<file path="src/rtl/ecg_fetch_ctrl.sv">
// Sequences ECG sample playback: one ROM fetch per sample tick, result handed downstream over valid/ready.
// Latency: first tick DIV cycles after start; sample_valid rises ROM_LAT+1 cycles after that tick's edge.
// Backpressure: sample/sample_valid hold until sample_ready; a tick arriving meanwhile is dropped and flags overrun.
//
// Ports:
//   clk, switch      : clock and synchronous active-high reset
//   start, stop      : one-cycle control pulses (stop dominates start)
//   loop_en          : wrap to address 0 after LAST_ADDR instead of finishing
//   rom_addr/rom_en  : ROM read request; rom_data returns ROM_LAT cycles after rom_en
//   sample*          : registered sample with valid/ready handshake
//   tick,busy,done   : status strobes
//   overrun          : sticky flag, cleared by reset or start
module ecg_fetch_ctrl #(
    parameter int ADDR_W    = 12,
    parameter int DATA_W    = 12,
    parameter int DIV       = 250,
    parameter int ROM_LAT   = 1,
    parameter int LAST_ADDR = 4095
) (
    input  logic              clk,
    input  logic              switch,
    input  logic              start,
    input  logic              stop,
    input  logic              loop_en,
    output logic [ADDR_W-1:0] rom_addr,
    output logic              rom_en,
    input  logic [DATA_W-1:0] rom_data,
    output logic [DATA_W-1:0] sample,
    output logic              sample_valid,
    input  logic              sample_ready,
    output logic              tick,
    output logic              busy,
    output logic              done,
    output logic              overrun
);

    localparam int TICK_W = (DIV > 1) ? $clog2(DIV) : 1;
    localparam int LAT_W  = 2;

    typedef enum logic [2:0] {
        S_IDLE      = 3'd0,
        S_WAIT_TICK = 3'd1,
        S_READ      = 3'd2,
        S_WAIT_DATA = 3'd3,
        S_PRESENT   = 3'd4,
        S_DONE      = 3'd5
    } state_t;

    state_t             state_q;
    state_t             state_d;
    logic [TICK_W-1:0]  tick_cnt_q;
    logic [LAT_W-1:0]   lat_cnt_q;
    logic [ADDR_W-1:0]  addr_q;
    logic [ADDR_W-1:0]  addr_d;
    logic [ADDR_W-1:0]  rom_addr_q;
    logic [DATA_W-1:0]  sample_q;
    logic               sample_vld_q;
    logic               overrun_q;

    logic               busy_int;
    logic               tick_int;
    logic               handshake;
    logic               at_last;
    logic               lat_done;
    logic               restart;
    logic               abort;
    logic               load_sample;

    // ------------------------------------------------------------------
    // Status decode
    // ------------------------------------------------------------------
    assign busy_int  = (state_q != S_IDLE) && (state_q != S_DONE);
    // Tick counter only advances while busy, so gating here keeps tick
    // quiet in IDLE/DONE even though the count is frozen, not cleared.
    assign tick_int  = busy_int && (tick_cnt_q == TICK_W'(DIV - 1));
    assign handshake = sample_vld_q && sample_ready;
    assign at_last   = (addr_q == ADDR_W'(LAST_ADDR));
    // WAIT_DATA spans ROM_LAT cycles after the rom_en cycle; the last of
    // them is the one where rom_data is valid.
    assign lat_done  = (lat_cnt_q == LAT_W'(ROM_LAT - 1));
    assign abort     = busy_int && stop;

    // ------------------------------------------------------------------
    // Next-state logic
    // ------------------------------------------------------------------
    always_comb begin
        state_d     = state_q;
        addr_d      = addr_q;
        restart     = 1'b0;
        load_sample = 1'b0;

        case (state_q)
            S_IDLE, S_DONE: begin
                // stop in the same cycle suppresses the start
                if (start && !stop) begin
                    state_d = S_WAIT_TICK;
                    addr_d  = '0;
                    restart = 1'b1;
                end
            end
            S_WAIT_TICK: begin
                if (tick_int) begin
                    state_d = S_READ;
                end
            end
            S_READ: begin
                state_d = S_WAIT_DATA;
            end
            S_WAIT_DATA: begin
                if (lat_done) begin
                    state_d     = S_PRESENT;
                    load_sample = 1'b1;
                end
            end
            S_PRESENT: begin
                if (handshake) begin
                    if (!at_last) begin
                        addr_d  = addr_q + ADDR_W'(1);
                        state_d = S_WAIT_TICK;
                    end else if (loop_en) begin
                        addr_d  = '0;
                        state_d = S_WAIT_TICK;
                    end else begin
                        state_d = S_DONE;
                    end
                end
            end
            default: begin
                state_d = S_IDLE;
                addr_d  = '0;
            end
        endcase

        // stop overrides whatever the busy state wanted; any read in
        // flight is simply never captured.
        if (abort) begin
            state_d     = S_IDLE;
            addr_d      = '0;
            load_sample = 1'b0;
        end
    end

    // ------------------------------------------------------------------
    // State and datapath registers
    // ------------------------------------------------------------------
    always_ff @(posedge clk) begin
        if (switch) begin
            state_q      <= S_IDLE;
            tick_cnt_q   <= '0;
            lat_cnt_q    <= '0;
            addr_q       <= '0;
            rom_addr_q   <= '0;
            sample_q     <= '0;
            sample_vld_q <= 1'b0;
            overrun_q    <= 1'b0;
        end else begin
            state_q <= state_d;
            addr_q  <= addr_d;

            // Free-running sample-rate divider, phase-aligned to start.
            if (restart) begin
                tick_cnt_q <= '0;
            end else if (busy_int) begin
                if (tick_int) begin
                    tick_cnt_q <= '0;
                end else begin
                    tick_cnt_q <= tick_cnt_q + TICK_W'(1);
                end
            end

            if (state_q == S_READ) begin
                lat_cnt_q <= '0;
            end else if (state_q == S_WAIT_DATA) begin
                lat_cnt_q <= lat_cnt_q + LAT_W'(1);
            end

            // The ROM sees the address only when a read is launched, so it
            // keeps showing the last fetched address while the internal
            // pointer advances on the handshake.
            if (state_d == S_READ) begin
                rom_addr_q <= addr_q;
            end

            if (load_sample) begin
                sample_q <= rom_data;
            end

            // Valid is exactly "in PRESENT": it rises on capture and falls
            // only via handshake, stop or reset.
            sample_vld_q <= (state_d == S_PRESENT);

            // A tick that finds the FSM anywhere but WAIT_TICK is dropped.
            if (restart) begin
                overrun_q <= 1'b0;
            end else if (tick_int && (state_q != S_WAIT_TICK)) begin
                overrun_q <= 1'b1;
            end
        end
    end

    // ------------------------------------------------------------------
    // Outputs
    // ------------------------------------------------------------------
    assign rom_addr     = rom_addr_q;
    assign rom_en       = (state_q == S_READ);
    assign sample       = sample_q;
    assign sample_valid = sample_vld_q;
    assign tick         = tick_int;
    assign busy         = busy_int;
    assign done         = (state_q == S_DONE);
    assign overrun      = overrun_q;

endmodule

</file>
<file path="config.mk">
export PLATFORM = sky130hd
export DESIGN_NAME = ecg_fetch_ctrl
export DESIGN_NICKNAME = d
export VERILOG_FILES = /design/src/rtl/ecg_fetch_ctrl.sv
export SDC_FILE = /design/constraint.sdc
export NUM_CORES = 1
export LEC_CHECK = 0
export ABC_AREA = 1
export BUFFER_PORTS_ARGS = -buffer_cell sky130_fd_sc_hd__clkbuf_2
export CAP_MARGIN = 25
export CORE_ASPECT_RATIO = 0.7
export CORE_MARGIN = 4
export CORE_UTILIZATION = 59
export CTS_CLUSTER_SIZE = 40
export DETAILED_ROUTE_END_ITERATION = 6
export PLACE_DENSITY = 0.84
export SYNTH_ARGS = -nofsm -noshare
export SYNTH_HDL_FRONTEND = slang
export SYNTH_SLANG_ARGS = --single-unit
</file>
<file path="constraint.sdc">
create_clock -name clk -period 5.1 [get_ports clk]
set_clock_uncertainty 0.2 [all_clocks]
set_input_delay 0.51 -clock clk [delete_from_list [all_inputs] [get_ports clk]]
set_output_delay 0.51 -clock clk [all_outputs]
set_load 0.01 [all_outputs]
</file>
* Word level (Yosys, flattened, before mapping) *
Index checks and enable logic that the tools add are counted.
Widths: inputs -> output; s select.

storage, ports and cells
  register bits after elaboration = 51
  input bits = 18
  output and inout port bits = 30
  logic and storage cells = 61

cells by class
  add/subtract/negate cells = 3
  equality and inequality tests = 14
  muxes and demuxes = 19
  bitwise operators = 1
  reductions and logical operators = 16

operators by type and width
  cell                   number
  $mux 12                4
  $pmux 12 s3            1
  $mux 3                 7
  $pmux 3 s5             1
  $add 12x1->12 const B  1
  $eq 12x12->1 const B   1
  $eq 3x2->1 const B     3
  $eq 3x3->1 const B     3
  $add 8x1->8 const B    1
  $eq 8x8->1 const B     1
  $mux 8                 1
  $reduce_or 2->1        4
  $logic_and 1x1->1      6
  $ne 3x3->1 const B     2
  $mux 1                 5
  $ne 2x2->1 const B     2
  $reduce_and 4->1       1
  $eq 3x1->1 const B     1
  $logic_not 3->1        1
  $ne 3x1->1 const B     1
  $reduce_bool 3->1      1
  $reduce_or 3->1        1
  $add 2x1->2 const B    1
  $logic_not 2->1        1
  other kinds (2)        2

* Depth between registers and ports, before layout *
Gate-level depths: netlist of the first run.

  depth after elaboration = 7
  mapped depth = 12
  depth with buffers taken out = 11

* Least setup slack after synthesis of the first run *
Ideal clock, no wire load.

  path type = register -> output
  start point = register state_q[0]
  end point = output port tick
  arrival time = 1.061 ns
  required time = 4.390 ns
  slack = 3.329 ns
  cell stages (with the launch flop) = 7
  path through = dfxtp_1 > nor2_2 > nand2_1 > nand2_2 > inv_2 > nand3_1 > inv_1

on the way
  cells in the longest elaborated chain, start to end = 3

ends and longest elaborated chain
  what                                                    line  source
  start, declared                                         49    state_t state_q;
  start signal, assigned                                  157   state_q <= state_d;
  $ne 3x3->1 / $reduce_bool 3->1 (equally long branches)  72    assign busy_int = (state_q != S_IDLE) && (state_q != S_DONE);
  $logic_and 1x1->1 (*)                                   72
  named net busy                                          32    output logic busy,
  $logic_and 1x1->1 (*)                                   75    assign tick_int = busy_int && (tick_cnt_q == TICK_W'(DIV - 1));
  end, declared                                           31    output logic tick,

The timed path passes the listed nets; every way through them passes the cells marked *.

* Worst setup path after layout of the first run *
  start point = register tick_cnt_q[1]
  end point = output port tick

on the way
  cells in the longest elaborated chain, start to end = 2

ends and longest elaborated chain
  what                    line  source
  start, declared         51    logic [TICK_W-1:0] tick_cnt_q;
  start signal, assigned  167   tick_cnt_q <= tick_cnt_q + TICK_W'(1);
  $eq 8x8->1              75
  $logic_and 1x1->1       75

Every way passes these cells.

==> metrics.yaml, run 1 <==
drc: 0
clk_pin_slew_worst_paths_ns: 0.09
viasPerCell: 5.107
p_total_mw: 0.7959
seq_area_mm2: 0.001021
drive_above_1_share: 0.1603
cap_violations: 0
cts.sinks: 51
cts_tree: "done"
grt_pass1_wl_um: 10250
start_util: 0.6377
core_mm2: 0.004065
numCtsBuffers: 5
syn_inst: 399
via_count: 2528
grt_max_degree: 31
async_flop_share: 0
synth_area_leader_cell: "dfxtp_1"
ys_ff_latch: 51
synth_ff_type: "dfxtp_1"
path_cells: "inv_1 > ha_1 > nand2_1 > nor3_1 > nand3_1 > inv_1 > clkbuf_2"
wl_per_cell_um: 12.31
drtPass1Iterations: 5
p_per_area_mw_per_mm2: 269.2
critPathBufInv: 3
postCtsResizedCells: 0
p_leak_nw: 1.361
synth_edf_count: 0
finalCriticalPeriod_ns: 2.372
wl_um: 6091
rsz0062_at_grt: "no"
crit_fanout: 4
yosysWarnings: 0
diodes: 0
post-route-util: 0.7273
dp_hpwl_um: 4719
syn_to_final_growth_pct: 14.04
antenna_found_initial: 0
synth_common_cells: "94 x nand2_1, 92 x nor2_1, 51 x dfxtp_1"
place_congestion: 0.9439
start_kind: "flop"
multiInputGateArea_mm2: 0.001323
clock-root-buffer: "clkbuf_8"
setup_viol: 0
cts_buffer_depth: 2
synth_area_mm2: 0.002592
cp.required_ns: 4.39
grt_overflow: 0
nets: 464
slew_violations: 0
die_w_um: 87.23
peakVddDrop_uv: 201.6
finalSetupTns_ns: 0
port_buffers: 47
maxSlewHeadroom: 0.4678
grt_usage: 0.2302
htree_num_levels: 2
period_share: 0.4652
worst_pin_slew_ns: 0.7974
synth.distinct_cells: 26
yosys-top-cells-area: "dfxtp_1 39%, nand2_1 14%, nor2_1 13%, nand3_1 6.9%, inv_1 6.4%"
critPathSlowestCell: "dfxtp_1"
design.die.area_mm2: 0.005536
criticalPathCategory: "flop to output port"
hold_path.class: "input pin to flop"
ys_seq_area_frac: 0.3938
critPathMaxStageDelay_ns: 0.33
drtAntennaViolNets: 0
clk_latency_ns: 0.30
syn_nets: 421
fmax_mhz: 421.5
io_pins: 48
first_global_vias: 2296
worstSetupEndpointType: "output port"
synth_top_area_frac: 0.3938
status: "finished clean"
rows: 19
cpMostUsedCell: "inv_1"
cp.arrival_ns: 1.66
drtIter0Drc: 199
fillers: 353
final-hold-violation-count: 0
die_y_um: 63.46
crit_family: "simple AND/OR/NAND/NOR gates"
cts_hold_buf: 0
synthMostInstantiatedCell: "nand2_1"
synth.avg_cell_area_um2: 6.497
cts_setup_buffers: 0
==> sequential cells by signal, summed over array words and instances, names as in the netlist <==
name,cells
lat_cnt_q,2
addr_q,12
sample,12
state_q,3
sample_valid,1
rom_addr,12
tick_cnt_q,8
overrun,1
==> placed cells by master, fill, tap and decap left out, drive strengths merged <==
| cell type | netlist | layout |
|---|---|---|
| nand3 | 40 | 40 |
| nand2 | 97 | 97 |
| a21o | 1 | 1 |
| a21oi | 13 | 13 |
| nand4 | 4 | 4 |
| inv | 47 | 47 |
| and3 | 1 | 1 |
| clkbuf | 2 | 53 |
| clkinv | 1 | 1 |
| xor2 | 4 | 4 |
| nor3 | 7 | 7 |
| dfxtp | 51 | 51 |
| ha | 4 | 4 |
| o21ai | 16 | 16 |
| nor3b | 2 | 2 |
| a211oi | 2 | 2 |
| bufinv | 0 | 2 |
| nor2 | 98 | 98 |
==> stage by stage <==
| step | std cells | cell area (µm²) | setup WS (ns) | hold slack, ns |
|---|---|---|---|---|
| finish | 495 | 2957 | 2.728 | 0.1731 |
| global route | 495 | 2957 | 2.614 | 0.1725 |
| CTS | 495 | 2957 | 2.742 | 0.1689 |
| detailed placement | 487 | 2824 | 2.902 | 0.2696 |
| global placement | 487 | 2824 | 2.943 | 0.2582 |
| floorplan | 399 | 2592 | 3.329 | 0.2403 |
==> cells by family (layout without fill, tap and decap cells) <==
group,after synthesis,in the layout,synth area share
AOI/OAI and AO/OA,32,32,0.06612
xor gates and xnor gates,4,4,0.01351
adders and majority gates,4,4,0.01931
buffers and inverters,59,103,0.09604
DFF,51,51,0.3938
and+or+nand+nor,249,249,0.4112
==> per-layer routing <==
metal,global-route usage,up-vias,wire [µm]
li1,-,1335,-
met1,0.3512,1077,2918
met2,0.3267,100,2514
met3,0.05339,16,586
met4,0.04981,0,71
met5,0,-,0
==> where the power goes <==
group | total (mW) | leakage, nW | internal (mW) | switching (mW)
clock | 0.324 | 0.0654 | 0.196 | 0.128
combinational | 0.0629 | 0.883 | 0.0200 | 0.0428
sequential | 0.409 | 0.412 | 0.403 | 0.00560
==> layout make-up <==
type	count	share of cell area
clock inverters	2	0.02031
clock buffers	6	0.02455
well taps	52	0.02201
multi-input cells	289	0.4473
flip-flops and latches	51	0.3453
repair buffers	47	0.07956
inverters	48	0.06094
==> worst paths after layout <==
| check | start | endpoint | slack (ns) | cells after the start |
|---|---|---|---|---|
| setup / recovery | tick_cnt_q[1]$_SDFFE_PP0N_ | tick | 2.73 | 7 |
| hold / removal | switch | state_q[1]$_SDFF_PP0_ | 0.17 | 2 |
| setup reg to reg | tick_cnt_q[1]$_SDFFE_PP0N_ | rom_addr[5]$_SDFFE_PP0N_ | 2.87 | 11 |
| hold reg to reg | overrun$_SDFFE_PP0P_ | overrun$_SDFFE_PP0P_ | 0.28 | 2 |
No activity file was read; power rests on OpenSTA's default activity.
==> inputs of run 2 (changes only) <==
--- a/config.mk
+++ b/config.mk
@@ -10,10 +10,10 @@
 export CAP_MARGIN = 25
 export CORE_ASPECT_RATIO = 0.7
 export CORE_MARGIN = 4
-export CORE_UTILIZATION = 59
+export CORE_UTILIZATION = 50
 export CTS_CLUSTER_SIZE = 40
 export DETAILED_ROUTE_END_ITERATION = 6
-export PLACE_DENSITY = 0.84
+export PLACE_DENSITY = 0.76
 export SYNTH_ARGS = -nofsm -noshare
 export SYNTH_HDL_FRONTEND = slang
 export SYNTH_SLANG_ARGS = --single-unit
==> constraint.sdc (replaced) <==
create_clock -name clk -period 2 [get_ports clk]
set_clock_uncertainty 0.2 [all_clocks]
set_input_delay 0.2 -clock clk [delete_from_list [all_inputs] [get_ports clk]]
set_output_delay 0.2 -clock clk [all_outputs]
set_load 0.01 [all_outputs]
==> run 2 against run 1 <==
Clock-buffer cell count did not move. Largest power group unchanged. Critical path depth did not move. Sequential cell count did not move. Largest cell class unchanged. Design area rose by 9.4%. Worst hold slack improved by 0.0055 ns.
==> metrics.yaml, run 2 (same netlist as run 1, synthesis figures left out) <==
status: "finished clean"
syn_to_final_growth_pct: 24.71
place_congestion: 1.082
clk_latency_ns: 0.30
numCtsBuffers: 5
drtPass1Iterations: 5
nets: 490
clk_pin_slew_worst_paths_ns: 0.09
drive_above_1_share: 0.2056
regToRegStartpoint: "tick_cnt_q[1]$_SDFFE_PP0N_"
criticalPathCategory: "flop to output port"
cts.sinks: 51
io_pins: 48
hold_start: "stop"
rsz0062_at_grt: "yes"
hold_path.class: "input pin to flop"
worstSetupEndpointType: "output port"
grt_pass1_wl_um: 10900
mostFrequentLayoutCells: "91 x nor2_1, 90 x nand2_1, 47 x clkbuf_2, 46 x dfxtp_1, 44 x inv_1"
drtIter0Drc: 308
wl_um: 6672
antenna_found_initial: 0
cap_violations: 0
first_global_vias: 2387
via_count: 2698
period_share: 0.9329
drtAntennaViolNets: 0
start_util: 0.5305
setup_ws_ns: 0.1341
cts_buffer_depth: 2
viasPerCell: 5.034
start_kind: "flop"
htree_num_levels: 2
grt_usage: 0.2162
grt_max_degree: 18
p_per_area_mw_per_mm2: 559.4
peakVddDrop_uv: 301.7
grt_overflow: 0
crit_fanout: 4
dpl.cell_count: 514
cp.required_ns: 1.60
wl_per_cell_um: 12.45
diodes: 0
fmax_mhz: 535.9
die_w_um: 94.07
p_leak_nw: 1.464
place_ws_ns: 0.06550
cts_tree: "done"
startpoint: "tick_cnt_q[1]$_SDFFE_PP0N_"
worst_pin_slew_ns: 0.5184
fillers: 434
dp_hpwl_um: 4727
final_common_cell: "nor2_1"
drc: 0
port_buffers: 47
cp.arrival_ns: 1.47
design.die.area_mm2: 0.006419
clock-root-buffer: "clkbuf_8"
finalCriticalPeriod_ns: 1.866
maxSlewHeadroom: 0.6540
instances_no_fill: 536
finalSetupTns_ns: 0
rows: 21
setup_viol: 0
final-hold-violation-count: 0
die_y_um: 68.25
whs_ns: 0.1787
core_mm2: 0.004887
slew_violations: 0
run 2: through the flow:
step,power [mW],instance area (µm²),util
after floorplan,1.183,2592,-
after global placement,1.236,2933,0.6001
after detailed placement,1.239,2933,0.6001
after CTS,1.792,3138,0.6421
after global routing,1.883,3233,0.6615
final,1.809,3233,0.6615
run 2: final timing paths:
path,to,slack (ns),depth (start not counted)
max,tick,0.13,7
min,state_q[2]$_SDFF_PP0_,0.18,6
max reg2reg,rom_addr[11]$_SDFFE_PP0N_,0.17,12
min reg2reg,lat_cnt_q[1]$_SDFFE_PP0P_,0.28,2
run 2: final cells by class:
type,instances,area [µm²],share of cell area
Clock buffer,6,72.57,0.02245
Timing Repair Buffer,72,480.5,0.1486
Multi-Input combinational cell,290,1384,0.4280
Tap cell,69,86.33,0.02670
Inverter,48,182.7,0.05650
Sequential cell,51,1027,0.3177
run 2: per-layer routing:
layer	vias up	part of all wire	track usage
li1	1382	-	-
met1	1178	0.46	0.3011
met2	127	0.43	0.3342
met3	11	0.097	0.06044
met4	0	0.0094	0.04865
met5	-	0	0
run 2: worst max-delay path, stage by stage, from the launching register on:
cell and delay, ns:
dfxtp_2 0.33, inv_1 0.06, ha_1 0.15, nand2_2 0.07, nor3_4 0.19, nand3_2 0.15, inv_1 0.08, clkbuf_2 0.12
run 2: timing repair:
item | in CTS | in global routing
endpoints found under the setup margin | 1 | 36
cloned | 0 | 1
hold buffers | 13 | 0
gates resized for setup | 2 | 16
setup buffers | 0 | 2
pin swaps | 0 | 1
hold endpoints to repair | 13 | 0
run 2: where the power goes:
group	switching [mW]	total, mW	internal [mW]	leakage [nW]
Clock	0.321	0.555	0.234	0.0371
Combinational	0.126	0.211	0.0854	1.01
Sequential	0.0131	1.04	1.03	0.414
==> inputs of run 3 (changes only) <==
--- a/config.mk
+++ b/config.mk
@@ -5,15 +5,14 @@
 export SDC_FILE = /design/constraint.sdc
 export NUM_CORES = 1
 export LEC_CHECK = 0
-export ABC_AREA = 1
 export BUFFER_PORTS_ARGS = -buffer_cell sky130_fd_sc_hd__clkbuf_2
 export CAP_MARGIN = 25
 export CORE_ASPECT_RATIO = 0.7
 export CORE_MARGIN = 4
-export CORE_UTILIZATION = 50
+export CORE_UTILIZATION = 49
 export CTS_CLUSTER_SIZE = 40
 export DETAILED_ROUTE_END_ITERATION = 6
-export PLACE_DENSITY = 0.76
+export PLACE_DENSITY = 0.75
 export SYNTH_ARGS = -nofsm -noshare
 export SYNTH_HDL_FRONTEND = slang
 export SYNTH_SLANG_ARGS = --single-unit
==> run 3 against run 2 <==
The run now ends with negative setup slack left. Worst hold slack about the same. Wire length increased by 3.1%. Combinational power decreased by 20%. Design area increased by 3.9%. Register-to-register slack got worse by 0.19 ns. Synthesized cell count down 31%. Clock power rose by 13%. Die area fell by 2.3%. Clock-buffer cell count shrank 1.
==> metrics.yaml, run 3 <==
wl_per_cell_um: 15.82
antenna_found_initial: 0
final_area_mm2: 0.003358
io_pins: 48
setup_viol: 3
yosysWarnings: 0
numCtsBuffers: 5
cp.depth: 7
synth_common_cells: "51 x dfxtp_1, 38 x nor2_1, 28 x nand2b_1"
rows: 21
grt_usage: 0.2093
worst-r2r-cell-count: 7
diodes: 0
clk_pin_slew_worst_paths_ns: 0.10
cp.arrival_ns: 2.06
ys_seq_area_frac: 0.4125
synth_ff_type: "dfxtp_1"
cts.sinks: 51
status: "finished with violations"
cp.required_ns: 2.04
cpMostUsedCell: "buf_4"
async_flop_share: 0
grt_max_degree: 26
grt_overflow: 0
synth_edf_count: 0
peakVddDrop_uv: 391.4
path_cells: "nand4_1 > o41ai_4 > buf_4 > a22o_4 > buf_4 > nand2_1 > a21oi_1"
drive_above_1_share: 0.3415
viasPerCell: 5.529
syn_nets: 298
nets: 387
rsz0062_at_grt: "yes"
final-hold-violation-count: 0
hold_path.class: "input pin to flop"
wl_met3_um: 529
routed-wl-met2_um: 3140
drtIter0Drc: 278
critPathBufInv: 2
die_w_um: 92.95
via_count: 2405
die_y_um: 67.46
critPathMaxStageDelay_ns: 0.46
p_total_mw: 1.820
drtPass1Iterations: 5
worstSetupEndpointType: "flop"
synth_area_leader_cell: "dfxtp_1"
syn_to_final_growth_pct: 35.69
synth.distinct_cells: 51
dp_hpwl_um: 4197
maxSlewHeadroom: 0.6738
ys_ff_latch: 51
dpl_cell_area_mm2: 0.002937
fmax_mhz: 495.6
worst_pin_slew_ns: 0.4875
drt-met1-wl_um: 3148
p_per_area_mw_per_mm2: 541.8
mostFrequentLayoutCells: "47 x clkbuf_2, 42 x dfxtp_1, 37 x nor2_1, 35 x buf_4, 28 x nand2b_1"
p_leak_nw: 1.312
cts_tree: "done"
whs_ns: 0.1784
hold_depth: 4
setup_ws_ns: -0.01793
criticalPathCategory: "flop to flop"
cap_violations: 0
finalCriticalPeriod_ns: 2.018
start_util: 0.5119
design.die.area_mm2: 0.006270
start_kind: "flop"
synth.avg_cell_area_um2: 8.967
place_congestion: 0.9497
drc: 0
synth_top_area_frac: 0.4125
post-route-util: 0.6946
grt_pass1_wl_um: 10380
crit_family: "compound AO/OA/AOI/OAI gates"
slew_violations: 0
core_mm2: 0.004835
yosys-top-cells-area: "dfxtp_1 41%, mux2i_1 9.7%, nand2b_1 7.1%, nor2_1 5.8%, a21oi_1 3.0%"
clock-root-buffer: "clkbuf_8"
clk_latency_ns: 0.31
syn_inst: 276
final_common_cell: "clkbuf_2"
place_ws_ns: -0.02702
highest_layer: "met4"
critPathSlowestCell: "o41ai_4"
cts_buffer_depth: 2
drtAntennaViolNets: 0
port_buffers: 47
wl_um: 6881
synth_area_mm2: 0.002475
synthMostInstantiatedCell: "dfxtp_1"
first_global_vias: 2114
htree_num_levels: 2
period_share: 1.009
crit_fanout: 5
violations: "negative setup slack"
run 3: cell types whose count changed after synthesis, moves of 24 or more:
cell      delta
inv_1       -38
mux2i_1     +24
nand2_1     -86
nand2b_1    +28
nand3_1     -30
nor2_1      -54
run 3: logic make-up after synthesis:
| kind of cell | share of synthesized area |
|---|---|
| fa+ha+maj | 0.02022 |
| compound gates | 0.1471 |
| mux | 0.09707 |
| simple gates | 0.2493 |
| flops | 0.4125 |
| buf+inv | 0.04550 |
| xor+xnor | 0.02831 |
run 3: layer usage:
metal | vias up | track usage
li1 | 1157 | -
met1 | 1133 | 0.2927
met2 | 107 | 0.3300
met3 | 8 | 0.04900
met4 | 0 | 0.04936
met5 | - | 0
run 3: worst paths after layout:
path / from / to / slack (ns)
setup / recovery: addr_q[7]$_SDFFE_PP0P_ / addr_q[1]$_SDFFE_PP0P_ / -0.02
hold / removal: stop / sample_valid$_SDFF_PP0_ / 0.18
setup reg to reg: addr_q[7]$_SDFFE_PP0P_ / addr_q[1]$_SDFFE_PP0P_ / -0.02
hold reg to reg: lat_cnt_q[1]$_SDFFE_PP0P_ / lat_cnt_q[1]$_SDFFE_PP0P_ / 0.26
run 3: timing repair:
item,4_1_cts,5_1_grt
setup endpoints to repair,4,29
gates cloned,0,2
resized for setup,1,30
setup buffers,1,7
pin swaps,0,9
hold buffers,12,0
hold endpoints to repair,12,0
run 3: where the power goes:
group,internal [mW],total [mW],leakage (nW),switching [mW]
Sequential,1.02,1.02,0.415,0.00432
Combinational,0.0848,0.169,0.856,0.0839
Clock,0.251,0.627,0.0408,0.376
Total,1.36,1.82,1.31,0.464
run 3: per-stage QoR:
stage | TNS [ns] | cells
3_5_place_dp | -0.05399 | 405
3_3_place_gp | 0 | 405
4_1_cts | -0.03260 | 426
6_report | -0.03068 | 435
2_1_floorplan | 0 | 276
5_1_grt | -1.309 | 435
run 3: layout make-up:
type                            instances  area [µm²]
Clock inverter                          3       23.77
Tap cell                               69       86.33
Timing Repair Buffer                   97       674.4
Fill cell                             383        1476
Inverter                                6       22.52
Multi-Input combinational cell        204        1450
Clock buffer                            5       68.82
Sequential cell                        51        1032
run 3: worst min-delay path, stage by stage:
cell      delay (ns)
clkbuf_2        0.14
nand2_1         0.08
nand2b_1        0.08
and3_1          0.15
